==> src/rtl/bus_arbiter_3x1.sv <==
// bus_arbiter_3x1: three-requester round-robin bus arbiter
// with a per-grant burst cap and a one-cycle re-arbitration bubble.
module bus_arbiter_3x1 #(
  parameter int unsigned BURST_MAX = 4
) (
  input  logic        clk,
  input  logic        rst_n,
  input  logic [2:0]  req,
  input  logic [31:0] a0,
  input  logic [31:0] a1,
  input  logic [31:0] a2,
  input  logic        out_ready,
  output logic [2:0]  gnt,
  output logic [1:0]  select,
  output logic [31:0] out_data,
  output logic        out_valid,
  output logic [3:0]  beat_cnt
);

  typedef enum logic {
    IDLE  = 1'b0,
    GRANT = 1'b1
  } state_e;

  localparam logic [3:0] LAST_BEAT = 4'(BURST_MAX - 1);

  state_e      state_q;
  logic [1:0]  owner_q;
  logic [1:0]  last_q;
  logic [2:0]  gnt_q;
  logic [1:0]  sel_q;
  logic [3:0]  cnt_q;

  logic [1:0]  o0, o1, o2;
  logic [1:0]  pick_d;
  logic        own_req;
  logic        beat;

  // Search order starts just after the previous owner and wraps.
  always_comb begin
    o0 = 2'd0;
    o1 = 2'd1;
    o2 = 2'd2;
    unique case (last_q)
      2'd0: begin o0 = 2'd1; o1 = 2'd2; o2 = 2'd0; end
      2'd1: begin o0 = 2'd2; o1 = 2'd0; o2 = 2'd1; end
      default: begin o0 = 2'd0; o1 = 2'd1; o2 = 2'd2; end
    endcase
    if (req[o0])      pick_d = o0;
    else if (req[o1]) pick_d = o1;
    else              pick_d = o2;
  end

  assign own_req   = req[owner_q];
  assign out_valid = (state_q == GRANT) && own_req;
  assign beat      = out_valid && out_ready;

  // Output data follows the registered select.
  always_comb begin
    unique case (select)
      2'b01:   out_data = a1;
      2'b10:   out_data = a2;
      default: out_data = a0;
    endcase
  end

  // Arbitration FSM with registered grant, select and beat count.
  always_ff @(posedge clk or negedge rst_n) begin
    if (!rst_n) begin
      state_q <= IDLE;
      owner_q <= 2'd0;
      last_q  <= 2'd2;
      gnt_q   <= 3'b000;
      sel_q   <= 2'b00;
      cnt_q   <= 4'd0;
    end else begin
      unique case (state_q)
        IDLE: begin
          if (|req) begin
            state_q <= GRANT;
            owner_q <= pick_d;
            sel_q   <= pick_d;
            gnt_q   <= 3'(3'b001 << pick_d);
            cnt_q   <= 4'd0;
          end
        end
        GRANT: begin
          if (!own_req || (beat && cnt_q == LAST_BEAT)) begin
            state_q <= IDLE;
            last_q  <= owner_q;
            gnt_q   <= 3'b000;
            sel_q   <= 2'b00;
            cnt_q   <= 4'd0;
          end else if (beat) begin
            cnt_q <= cnt_q + 4'd1;
          end
        end
        default: state_q <= IDLE;
      endcase
    end
  end

  assign gnt      = gnt_q;
  assign select   = sel_q;
  assign beat_cnt = cnt_q;

endmodule

==> config.mk <==
export PLATFORM = sky130hd
export DESIGN_NAME = bus_arbiter_3x1
export DESIGN_NICKNAME = d
export VERILOG_FILES = /design/src/rtl/bus_arbiter_3x1.sv
export SDC_FILE = /design/constraint.sdc
export NUM_CORES = 1
export LEC_CHECK = 0
export CORE_UTILIZATION = 26
export DETAILED_ROUTE_END_ITERATION = 16
export PLACE_DENSITY = 0.79
export SYNTH_ARGS = -nofsm -noshare
export SYNTH_HDL_FRONTEND = slang
export SYNTH_SLANG_ARGS = --single-unit
==> constraint.sdc <==
create_clock -name clk -period 1.6 [get_ports clk]
set_input_delay 0.16 -clock clk [delete_from_list [all_inputs] [get_ports clk]]
set_output_delay 0.16 -clock clk [all_outputs]
set_load 0.005 [all_outputs]
==> reports/metrics.cfg, run 1 <==
[pwr]
powerDensity_nw_per_um2=1780
comb_power_share_pct=84.5
switching_share_pct=41.9
pwr-share-seq_pct=10.0
irDropWorstVdd_v=0.00105
p_switching_mw=2.54
power.share.clock_pct=5.5
intPower_mw=3.53
p_leak_nw=1.42

[grt]
grt_max_degree=25
grt.busiest_layer=met2
grt_overflow=0
antenna_found_initial=0
gr-usage-met3_pct=4.53
grt_pass1_vias=2062
track_usage_pct=23.1
grt_pass1_wl_um=9850
grt_use_met1_pct=24.6
gr-usage-met2_pct=45.1

[critical_path]
critical_path_required_ns=1.44
cp_data_arrival_time_ns=1.65
cp-end-kind=primary output
crit_type=reg2out
path_max_fanout=10
cp-start-kind=register

[clock_network]
cts-root-buf=clkbuf_8
clk_pin_slew_ns=0.06
cts_tree=built
cts_max_level=1
clock_path_buffers=2
cts_sinks=14
cts_buffers=3
clk_latency_ns=0.24

[sta]
hold_viol=0
rsz0062_at_grt=true
slew_headroom_pct=77.4
worst_slack_ns=-0.208
period_minus_slack_ns=1.81
slew_viol_final=0
skew_ns=0.00304
max_freq_mhz=553
post-route-period-util_pct=113
tns_ns=-4.41
setup_viol=32
worst_pin_slew_ns=0.336

[floorplanning]
ioPinCount=144
die-area_um2=5390
die_h_um=73.4
die_w_um=73.4
coreArea_um2=4820
start_util_pct=27.5
rows=25

[logic_synthesis]
syn_avg_cell_area_um2=7.33
async_flop_share_pct=100
yosys_register_bits=14
ys_types=34
netlist_area_um2=1330
postSynthCellCount=181
yosys_warnings=0
syn_nets=286
synth_edf_count=0
synth_ff_type=dfrtp_1
ys_seq_area_share_pct=26.5

[final_layout]
diodes=0
mostFrequentLayoutCell=clkdlybuf4s50_1
nets=461
syn_to_final_growth_pct=157
layout.cells.most_common_list=clkdlybuf4s50_1, o21ai_1, buf_2
post-route-util_pct=70.7
drive_gt1_share_pct=36.1

[run]
cap_violations=0

[routing]
ant_nets=0
viasPerCell=5.18
drc=0
first_iter_violations=79
wl_per_cell_um=16.9
vias=2185
drtPass1Iterations=4
routed_wl_um=7130

[place]
dp_hpwl_um=4640
gp_congestion=0.868
io_buffers=143

[run_status]
violations=negative setup slack
status=finished, violations left

[worst_hold_path]
hold_class=in2async

state kept, by name, summed over array words and instances (netlist names):
name and flops:
beat_cnt 4, gnt 3, last_q 2, owner_q 2, select 2, state_q 1
layer usage:
| metal | wire length, um | part of all wire [%] | vias to the layer above |
|---|---|---|---|
| li1 | - | - | 1028 |
| met1 | 2610 | 37 | 1041 |
| met2 | 3730 | 52 | 100 |
| met3 | 619 | 8.7 | 16 |
| met4 | 169 | 2.4 | 0 |
| met5 | 0 | 0 | - |
cell usage after synthesis, types with 2 or more instances:
cell / number / share of area (%)
nor2_1: 3 / 0.85
dfrtp_1: 13 / 25
o22ai_1: 2 / 0.94
nor2b_1: 3 / 1.4
o21ai_1: 6 / 2.3
a21oi_1: 2 / 0.75
a22oi_1: 32 / 18
o21bai_1: 2 / 1.1
a32o_1: 2 / 1.5
inv_1: 7 / 2.0
nand3_1: 2 / 0.75
clkbuf_1: 13 / 3.7
nand2_1: 36 / 10
o2bb2ai_1: 2 / 1.3
o21ai_0: 34 / 13
ha_1: 3 / 2.8
inv_2: 2 / 0.57
path summary, 6_finish.rpt:
kind	start	endpoint	slack, ns	cells after the start
max	select[1]$_DFFE_PN0P_	out_data[15]	-0.21	6
min	rst_n	state_q$_DFF_PN0_	0.22	2
max reg2reg	owner_q[0]$_DFFE_PN0P_	last_q[1]$_DFFE_PN1P_	0.04	6
min reg2reg	gnt[1]$_DFFE_PN0P_	gnt[1]$_DFFE_PN0P_	0.52	2
max in group asynchronous	rst_n	last_q[1]$_DFFE_PN1P_	1.14	2
min in group clk	gnt[1]$_DFFE_PN0P_	gnt[1]$_DFFE_PN0P_	0.52	2
worst max-delay path: stages, from the launching register on:
cell       delay, ns
dfrtp_1         0.39
buf_6           0.13
ha_4            0.40
clkbuf_16       0.21
nand2_1         0.06
o21ai_1         0.08
buf_2           0.14
final cells by class:
| cell class | instances | area [um2] |
|---|---|---|
| clock buffers | 4 | 55.1 |
| fillers | 373 | 1410 |
| inverters | 9 | 36.3 |
| multi-input cells | 144 | 1060 |
| flip-flops and latches | 14 | 352 |
| well taps | 67 | 83.8 |
| repair buffers | 184 | 1820 |
stage by stage:
step | cells | power (mW) | hold slack, ns | worst slack [ns] | cell area (um2)
final | 422 | 6.06 | 0.222 | -0.208 | 3410
after global routing | 422 | 6.43 | 0.245 | -0.255 | 3410
after CTS | 412 | 5.13 | 0.229 | -0.171 | 3150
after detailed placement | 398 | 4.34 | 0.489 | -0.302 | 2980
after global placement | 398 | 4.26 | 0.486 | -0.257 | 2980
after floorplan | 181 | 2.18 | -0.136 | 0.0527 | 1330
logic make-up after synthesis:
| kind of cell | synth area share [%] |
|---|---|
| multiplexers | 1.60 |
| flip-flops | 26.5 |
| AND/OR/NAND/NOR | 18.1 |
| buffers and inverters | 7.08 |
| AO/OA/AOI/OAI | 43.9 |
| adder cells (fa/ha/maj) | 2.83 |
power groups by stage:
stage,combinational (mW),sequential (mW),clock [mW]
after floorplan,1.59,0.594,0
after global placement,3.66,0.603,0
after detailed placement,3.73,0.610,0
after CTS,4.19,0.600,0.341
after global routing,5.44,0.631,0.355
final,5.12,0.606,0.334
timing repair:
item / in CTS / in global routing
setup buffers: 6 / 5
setup endpoints to repair: 33 / 35
gates resized for setup: 187 / 34
hold buffers: 0 / 0
gates cloned: 4 / 5
pin swaps: 2 / 5
Power figures use the tool's default switching activity.
==> run 2: changes to the inputs <==
--- a/config.mk
+++ b/config.mk
@@ -6,7 +6,9 @@
 export NUM_CORES = 1
 export LEC_CHECK = 0
 export CORE_UTILIZATION = 26
+export CTS_CLUSTER_DIAMETER = 200
 export DETAILED_ROUTE_END_ITERATION = 16
+export MAX_ROUTING_LAYER = met4
 export PLACE_DENSITY = 0.79
 export SYNTH_ARGS = -nofsm -noshare
 export SYNTH_HDL_FRONTEND = slang
==> reports/metrics.cfg, run 2 (synthesized netlist as in run 1, its figures left out) <==
[final_layout]
largest_register_ffs=4
post-route-util_pct=70.2
nets=460
layout.cells.most_common_list=clkdlybuf4s50_1, o21ai_1, buf_2
syn_to_final_growth_pct=155
diodes=0
drive_gt1_share_pct=34.5
mostFrequentLayoutCell=clkdlybuf4s50_1
final_cells=421

[critical_path]
r2r-end=last_q[1]$_DFFE_PN1P_
timing.rr.start=owner_q[0]$_DFFE_PN0P_
crit_path_start=select[1]$_DFFE_PN0P_
cp-end-kind=primary output
crit_type=reg2out
cp-start-kind=register
endpoint=out_data[19]
path_max_fanout=10
critical_path_required_ns=1.44
rr_worst_depth=6
cp_data_arrival_time_ns=1.68
r2r_slack_ns=0.04

[clock_network]
cts_max_level=1
clock_path_buffers=2
cts_tree=built
clk_latency_ns=0.24
ctsHoldBuffers=0
cts_buffers=3
clk_pin_slew_ns=0.05
cts-root-buf=clkbuf_8
cts_sinks=14

[run_status]
status=finished, violations left
violations=negative setup slack

[routing]
routed_wl_um=7220
vias=2159
ant_nets=0
viasPerCell=5.13
first_iter_violations=86
drc=0
wl_per_cell_um=17.2
drtPass1Iterations=4

[sta]
rsz0062_at_grt=true
worst_slack_ns=-0.242
slew_headroom_pct=78.0
hold_ws_ns=0.220
max_freq_mhz=543
setup_viol=32
post-route-period-util_pct=115
hold_viol=0
slew_viol_final=0
worst_pin_slew_ns=0.328
period_minus_slack_ns=1.84
skew_ns=0.00108

[pwr]
p_switching_mw=2.51
intPower_mw=3.49
irDropWorstVdd_v=0.00105
powerDensity_nw_per_um2=1780
power.share.clock_pct=5.5
p_leak_nw=1.41
comb_power_share_pct=84.4
fin_total_pwr_mw=6.01
switching_share_pct=41.8
pwr-share-seq_pct=10.1

[place]
pre_cts_ws_ns=-0.302
dp_cells=398
dp_hpwl_um=4640
gp_congestion=0.882
io_buffers=143

[floorplanning]
die_w_um=73.4
die-area_um2=5390
rows=25
die_h_um=73.4
start_util_pct=27.5
ioPinCount=144
coreArea_um2=4820

[grt]
grt_max_degree=25
antenna_found_initial=0
grt_pass1_wl_um=9860
grt_overflow=0
track_usage_pct=23.9
grt_pass1_vias=2051

[worst_hold_path]
hold_class=in2async

[run]
cap_violations=0

[run 2: cell types whose count changed in the layout (fill, tap and decap cells not counted), sizes merged]
| cell | delta |
|---|---|
| buf | -1 |
[run 2: timing repair]
item	in CTS	in global routing
pin swaps	2	5
setup endpoints to repair	33	35
resized for setup	187	28
cloned	4	5
setup buffers	6	4
[run 2: critical path: stages, from the launching register on]
cell and delay, ns:
dfrtp_1 0.39, buf_6 0.13, ha_4 0.40, buf_16 0.18
nand2_2 0.05, o21ai_1 0.12, buf_2 0.18
[run 2: through the flow]
step	setup TNS (ns)	instance area, um2
2_1_floorplan	0	1330
3_3_place_gp	-6.47	2980
3_5_place_dp	-7.80	2980
4_1_cts	-2.24	3150
5_1_grt	-6.39	3380
6_report	-4.54	3380
[run 2: routing by layer]
layer	vias to the layer above	GRT usage (%)	wire [um]
met4	0	7.91	239
met3	20	4.25	590
li1	1023	-	-
met2	104	44.9	3800
met1	1012	25.0	2590
met5	-	-	0
[run 2: power by group through the flow]
stage,Sequential (mW),Combinational (mW),Clock [mW]
finish,0.607,5.07,0.332
global route,0.630,5.39,0.355
CTS,0.600,4.19,0.341
detailed placement,0.610,3.73,0
global placement,0.603,3.66,0
floorplan,0.594,1.59,0
[run 2: how the worst min path moves through the flow]
stage           from                 endpoint  slack, ns
6_report       rst_n  beat_cnt[3]$_DFFE_PN0P_       0.22
5_1_grt        rst_n    select[1]$_DFFE_PN0P_       0.25
4_1_cts        rst_n       gnt[2]$_DFFE_PN0P_       0.23
3_5_place_dp   rst_n  beat_cnt[3]$_DFFE_PN0P_       0.49
3_3_place_gp   rst_n       gnt[2]$_DFFE_PN0P_       0.49
2_1_floorplan  rst_n  beat_cnt[0]$_DFFE_PN0P_      -0.14
[run 2: area by class of cell]
class | instances | area [um2]
repair buffers | 183 | 1810
well taps | 67 | 83.8
flip-flops and latches | 14 | 352
clock buffers | 4 | 55.1
multi-input cells | 144 | 1040
inverters | 9 | 36.3
fillers | 379 | 1440
==> RTL change 1, RTL diff (flow settings as in run 2) <==
One comparison of `cnt_q` changes from == to >=.
--- a/src/rtl/bus_arbiter_3x1.sv
+++ b/src/rtl/bus_arbiter_3x1.sv
@@ -87,3 +87,3 @@
         GRANT: begin
-          if (!own_req || (beat && cnt_q == LAST_BEAT)) begin
+          if (!own_req || (beat && cnt_q >= LAST_BEAT)) begin
             state_q <= IDLE;
Function: same outputs for any inputs over 10 cycles, from zero or initial values and one cycle with rst_n low; that may be too few to reach the edited logic, so the function may still have changed.
==> RTL change 1 against run 2 <==
  * The flow still finishes with violations (negative setup slack)
  * Total power decreased by 17%
  * Sequential cell count unchanged
  * Final area decreased by 5.8%
  * Hold slack got worse by 0.0072 ns
  * Worst setup slack improved by 0.051 ns
  * Synthesized area decreased by 1.1%
  * Wire length decreased by 7.8%
  * Combinational power decreased by 21%
==> RTL change 1: results <==
metrics = {
    "setup_path": {
        "worstPathMaxFanout": 16,
        "reg2reg_from": "beat_cnt[0]",
        "reg2reg_slack_ns": 0.07,
        "rr_endpoint": "gnt[0]",
        "rr_worst_depth": 5,
    },
    "synthesis": {
        "muxShareOfSynthArea_pct": 0.763,
        "synth_cell_types": 29,
        "synthAdderAreaFrac_pct": 2.86,
        "syn_nets": 293,
        "ys_seq_area_share_pct": 26.8,
        "synth_common_cells": "39 x o21ai_0, 37 x nand2_1, 32 x a22oi_1, 13 x clkbuf_1, 13 x dfrtp_1",
        "synth_area_leaders": "dfrtp_1 25%, a22oi_1 18%, o21ai_0 15%, nand2_1 11%, clkbuf_1 3.7%",
    },
    "finish": {
        "drive_gt1_share_pct": 27.3,
        "fin_nets": 458,
    },
    "global_route": {
        "grt_max_degree": 33,
        "grt_use_total_pct": 22.8,
        "grt_pass1_vias": 1839,
    },
    "outcome": {
        "violations": "negative setup slack",
        "status": "finished with violations",
    },
    "timing": {
        "finalClockSkew_ns": 0.00354,
        "setup_ws_ns": -0.191,
        "setup_violations": 30,
    },
    "power": {
        "ir_drop_v": 0.000976,
        "p_leak_nw": 1.33,
    },
    "placement": {
        "pre_cts_ws_ns": -0.216,
        "gp_congestion": 0.857,
    },
    "detailed_routing": {
        "wl_per_cell_um": 15.9,
        "dr_total_vias": 2141,
    },
}
[RTL change 1: per-stage QoR]
stage          std cells  TNS [ns]  utilization [%]  instance area (um2)  hold slack (ns)
6_report             419     -1.96             66.6                 3190            0.213
4_1_cts              415     -3.60             64.8                 3100            0.215
2_1_floorplan        188         0                -                 1310           -0.136
5_1_grt              419     -4.24             66.6                 3190            0.235
3_5_place_dp         408     -6.32             62.4                 2980            0.487
3_3_place_gp         408     -5.33             62.4                 2980            0.485
[RTL change 1: layout make-up]
| cell class | instances | area, um2 | area share [%] |
|---|---|---|---|
| Timing Repair Buffer | 174 | 1660 | 52.0 |
| Multi-Input combinational cell | 152 | 1010 | 31.7 |
| Sequential cell | 14 | 352 | 11.0 |
| Tap cell | 67 | 83.8 | 2.63 |
| Clock buffer | 4 | 55.1 | 1.73 |
| Inverter | 8 | 30.0 | 0.943 |
[RTL change 1: timing repair]
item	in CTS	in global routing
resized for setup	102	48
cloned	2	2
buffers inserted	1	2
setup endpoints to repair	33	34
pin swaps	1	7
[RTL change 1: routing by layer]
metal / vias to the layer above / global-route usage (%) / wire length, um
li1: 1029 / - / -
met5: - / - / 0
met3: 12 / 5.52 / 651
met1: 991 / 27.4 / 2590
met2: 109 / 38.0 / 3300
met4: 0 / 6.32 / 117
[RTL change 1: worst max path at each step]
stage                      startpoint            to  slack, ns  depth (start not counted)
after floorplan           beat_cnt[0]     last_q[1]       0.04                          5
after global placement      select[1]  out_data[30]      -0.21                          6
after detailed placement    select[1]  out_data[17]      -0.22                          6
after CTS                   select[0]  out_data[17]      -0.18                          6
after global routing        select[0]  out_data[27]      -0.27                          6
final                       select[0]  out_data[27]      -0.19                          6
[RTL change 1: power by group]
group          switching (W)  leakage (nW)  internal [W]
sequential          0.000114         0.179      0.000497
combinational        0.00189          1.12       0.00215
clock               0.000134        0.0288      0.000218
total                0.00214          1.33       0.00286
[RTL change 1: cells by family (layout without fill, tap and decap cells)]
group | after synthesis | count (layout)
adder cells (fa/ha/maj) | 3 | 3
AO/OA/AOI/OAI | 92 | 92
multiplexers | 1 | 1
flip-flops | 14 | 14
AND/OR/NAND/NOR | 56 | 56
buffers and inverters | 22 | 186
==> RTL change 2, RTL diff (config.mk and constraints of run 2) <==
Without the edit above. Make the reset (`rst_n`) synchronous in one clocked block.
--- a/src/rtl/bus_arbiter_3x1.sv
+++ b/src/rtl/bus_arbiter_3x1.sv
@@ -67,3 +67,3 @@
   // Arbitration FSM with registered grant, select and beat count.
-  always_ff @(posedge clk or negedge rst_n) begin
+  always_ff @(posedge clk) begin
     if (!rst_n) begin
Function: differs if rst_n is asserted again (counterexample within 4 cycles, from zero or initial values and one cycle with rst_n low); with rst_n held inactive, the same outputs for 10 cycles.
==> RTL change 2 against run 2 <==
  * The run still ends with negative setup slack left
  * Utilization up 4.5 points
  * Synthesized area down 5.2%
  * Global-route usage up 1.4 points
  * Wire length up 12%
  * Sequential cell count unchanged
  * Worst setup slack better by 0.12 ns
  * Register-to-register slack better by 0.10 ns
  * Final area down 0.55%
  * Cell count down 5.0%
  * Critical endpoint is now out_data[23]
  * Highest routed layer unchanged
Power is left out: it rests on default switching activity, and per cell area and clock period it moved more than threefold.
==> RTL change 2: results <==
metrics = {
    "synthesis": {
        "async_flop_share_pct": 0,
        "ys_seq_area_share_pct": 22.3,
        "synth_cell_types": 27,
        "synth_common_cells": "41 x nand2_1, 36 x o21ai_0, 32 x a22oi_1, 14 x clkbuf_1, 14 x dfxtp_1",
        "synth_area_leaders": "dfxtp_1 22%, a22oi_1 19%, o21ai_0 14%, nand2_1 12%, clkbuf_1 4.2%",
        "syn_nets": 291,
        "synth-main-ff-cell": "dfxtp_1",
        "yosysWarnings": 0,
    },
    "timing": {
        "finalClockSkew_ns": 0.000854,
        "setup_violations": 28,
        "worst_hold_slack_ns": 0.462,
        "slew_headroom_pct": 71.8,
        "setup_ws_ns": -0.127,
        "finalSetupTns_ns": -1.55,
    },
    "placement": {
        "dpl.hpwl_mm": 4.74,
        "numPortBuffers": 143,
        "dpl_cell_area_um2": 2830,
        "pre_cts_ws_ns": -0.247,
        "gp_congestion": 0.862,
    },
    "global_route": {
        "grt_pass1_vias": 1968,
        "grt_max_degree": 33,
        "grt_use_total_pct": 25.2,
        "grt_first_pass_wirelength_mm": 9.80,
        "antenna_found_initial": 0,
    },
    "detailed_routing": {
        "viasPerCell": 5.55,
        "wl_per_cell_um": 20.3,
        "drt_iter0_drc": 119,
    },
    "finish": {
        "drive_gt1_share_pct": 37.9,
        "largest_reg_flops": 4,
        "fin_nets": 454,
        "n_fill_cell": 304,
    },
    "clock_network": {
        "root_buffer": "clkbuf_8",
        "clk_path_buf_depth": 2,
        "htreeDepth": 1,
    },
    "outcome": {
        "status": "finished with violations",
        "violations": "negative setup slack",
    },
    "setup_path": {
        "rr_worst_depth": 7,
        "rr_endpoint": "beat_cnt[2]",
        "reg2reg_slack_ns": 0.14,
        "slowest_delay_ns": 0.36,
        "reg2reg_from": "beat_cnt[0]",
        "crit_arrival_ns": 1.57,
        "crit_path_top_delay_cell": "dfxtp_4",
    },
    "worst_hold_path": {
        "min-delay-path-class": "reg -> reg",
    },
    "floorplanning": {
        "die_w_um": 71.5,
    },
}
==> RTL change 2: cell types whose count changed after synthesis, moves of 3 or more <==
cell      delta
inv_1        -3
dfrtp_1     -13
nor2_1       +4
dfxtp_1     +14
o21ai_1      -5
a21boi_1     +4
nand2_1      +5
xnor2_1      +3
==> RTL change 2: stage by stage <==
| stage | util (%) | cells |
|---|---|---|
| final | 74.7 | 400 |
| after global routing | 74.7 | 400 |
| after CTS | 66.7 | 386 |
| after detailed placement | 62.9 | 378 |
| after global placement | 62.9 | 378 |
| after floorplan | - | 186 |
==> RTL change 2: kinds of logic (layout without fill, tap and decap cells) <==
| logic type | Yosys count | in the layout | synth area share (%) |
|---|---|---|---|
| buffers and inverters | 18 | 180 | 5.37 |
| AO/OA/AOI/OAI | 84 | 84 | 44.3 |
| AND/OR/NAND/NOR | 61 | 61 | 20.6 |
| adder cells (fa/ha/maj) | 3 | 3 | 2.99 |
| flip-flops | 14 | 14 | 22.3 |
| XOR/XNOR | 3 | 3 | 2.09 |
| multiplexers | 3 | 3 | 2.39 |
==> RTL change 2: cell type report <==
type	instances	share of cell area, %
Clock buffer	4	1.64
Inverter	4	0.446
Multi-Input combinational cell	154	35.6
Sequential cell	14	8.56
Tap cell	52	1.93
Timing Repair Buffer	172	51.8
==> RTL change 2: worst max path at each step <==
stage | start | endpoint | slack, ns | cells after the start
floorplan | select[0] | out_data[0] | 0.10 | 6
global placement | select[0] | out_data[12] | -0.24 | 5
global route | select[0] | out_data[23] | -0.19 | 7
detailed placement | select[0] | out_data[4] | -0.25 | 5
CTS | select[0] | out_data[12] | -0.08 | 6
finish | select[1] | out_data[23] | -0.13 | 6
==> RTL change 2: metal layers <==
layer  up-vias  GRT usage, %  wire length [um]
li1       1018             -                 -
met1      1044          28.0              3030
met2       117          44.7              3990
met3        41          5.20               652
met4         0          9.15               441
met5         -             -                 0
==> RTL change 2: worst max-delay path, delay by kind of cell, from the launching register on <==
family          cells  cell delay [ns]
fa+ha+maj           1             0.35
simple gates        1             0.06
buf+inv             3             0.46
flops               1             0.36
compound gates      1             0.09
==> RTL change 2: timing repair <==
action / 4_1_cts / 5_1_grt
hold endpoints to repair: 0 / 0
setup buffers: 2 / 4
pin swaps: 6 / 9
endpoints found under the setup margin: 33 / 31
resized for setup: 148 / 91
cloned: 2 / 10
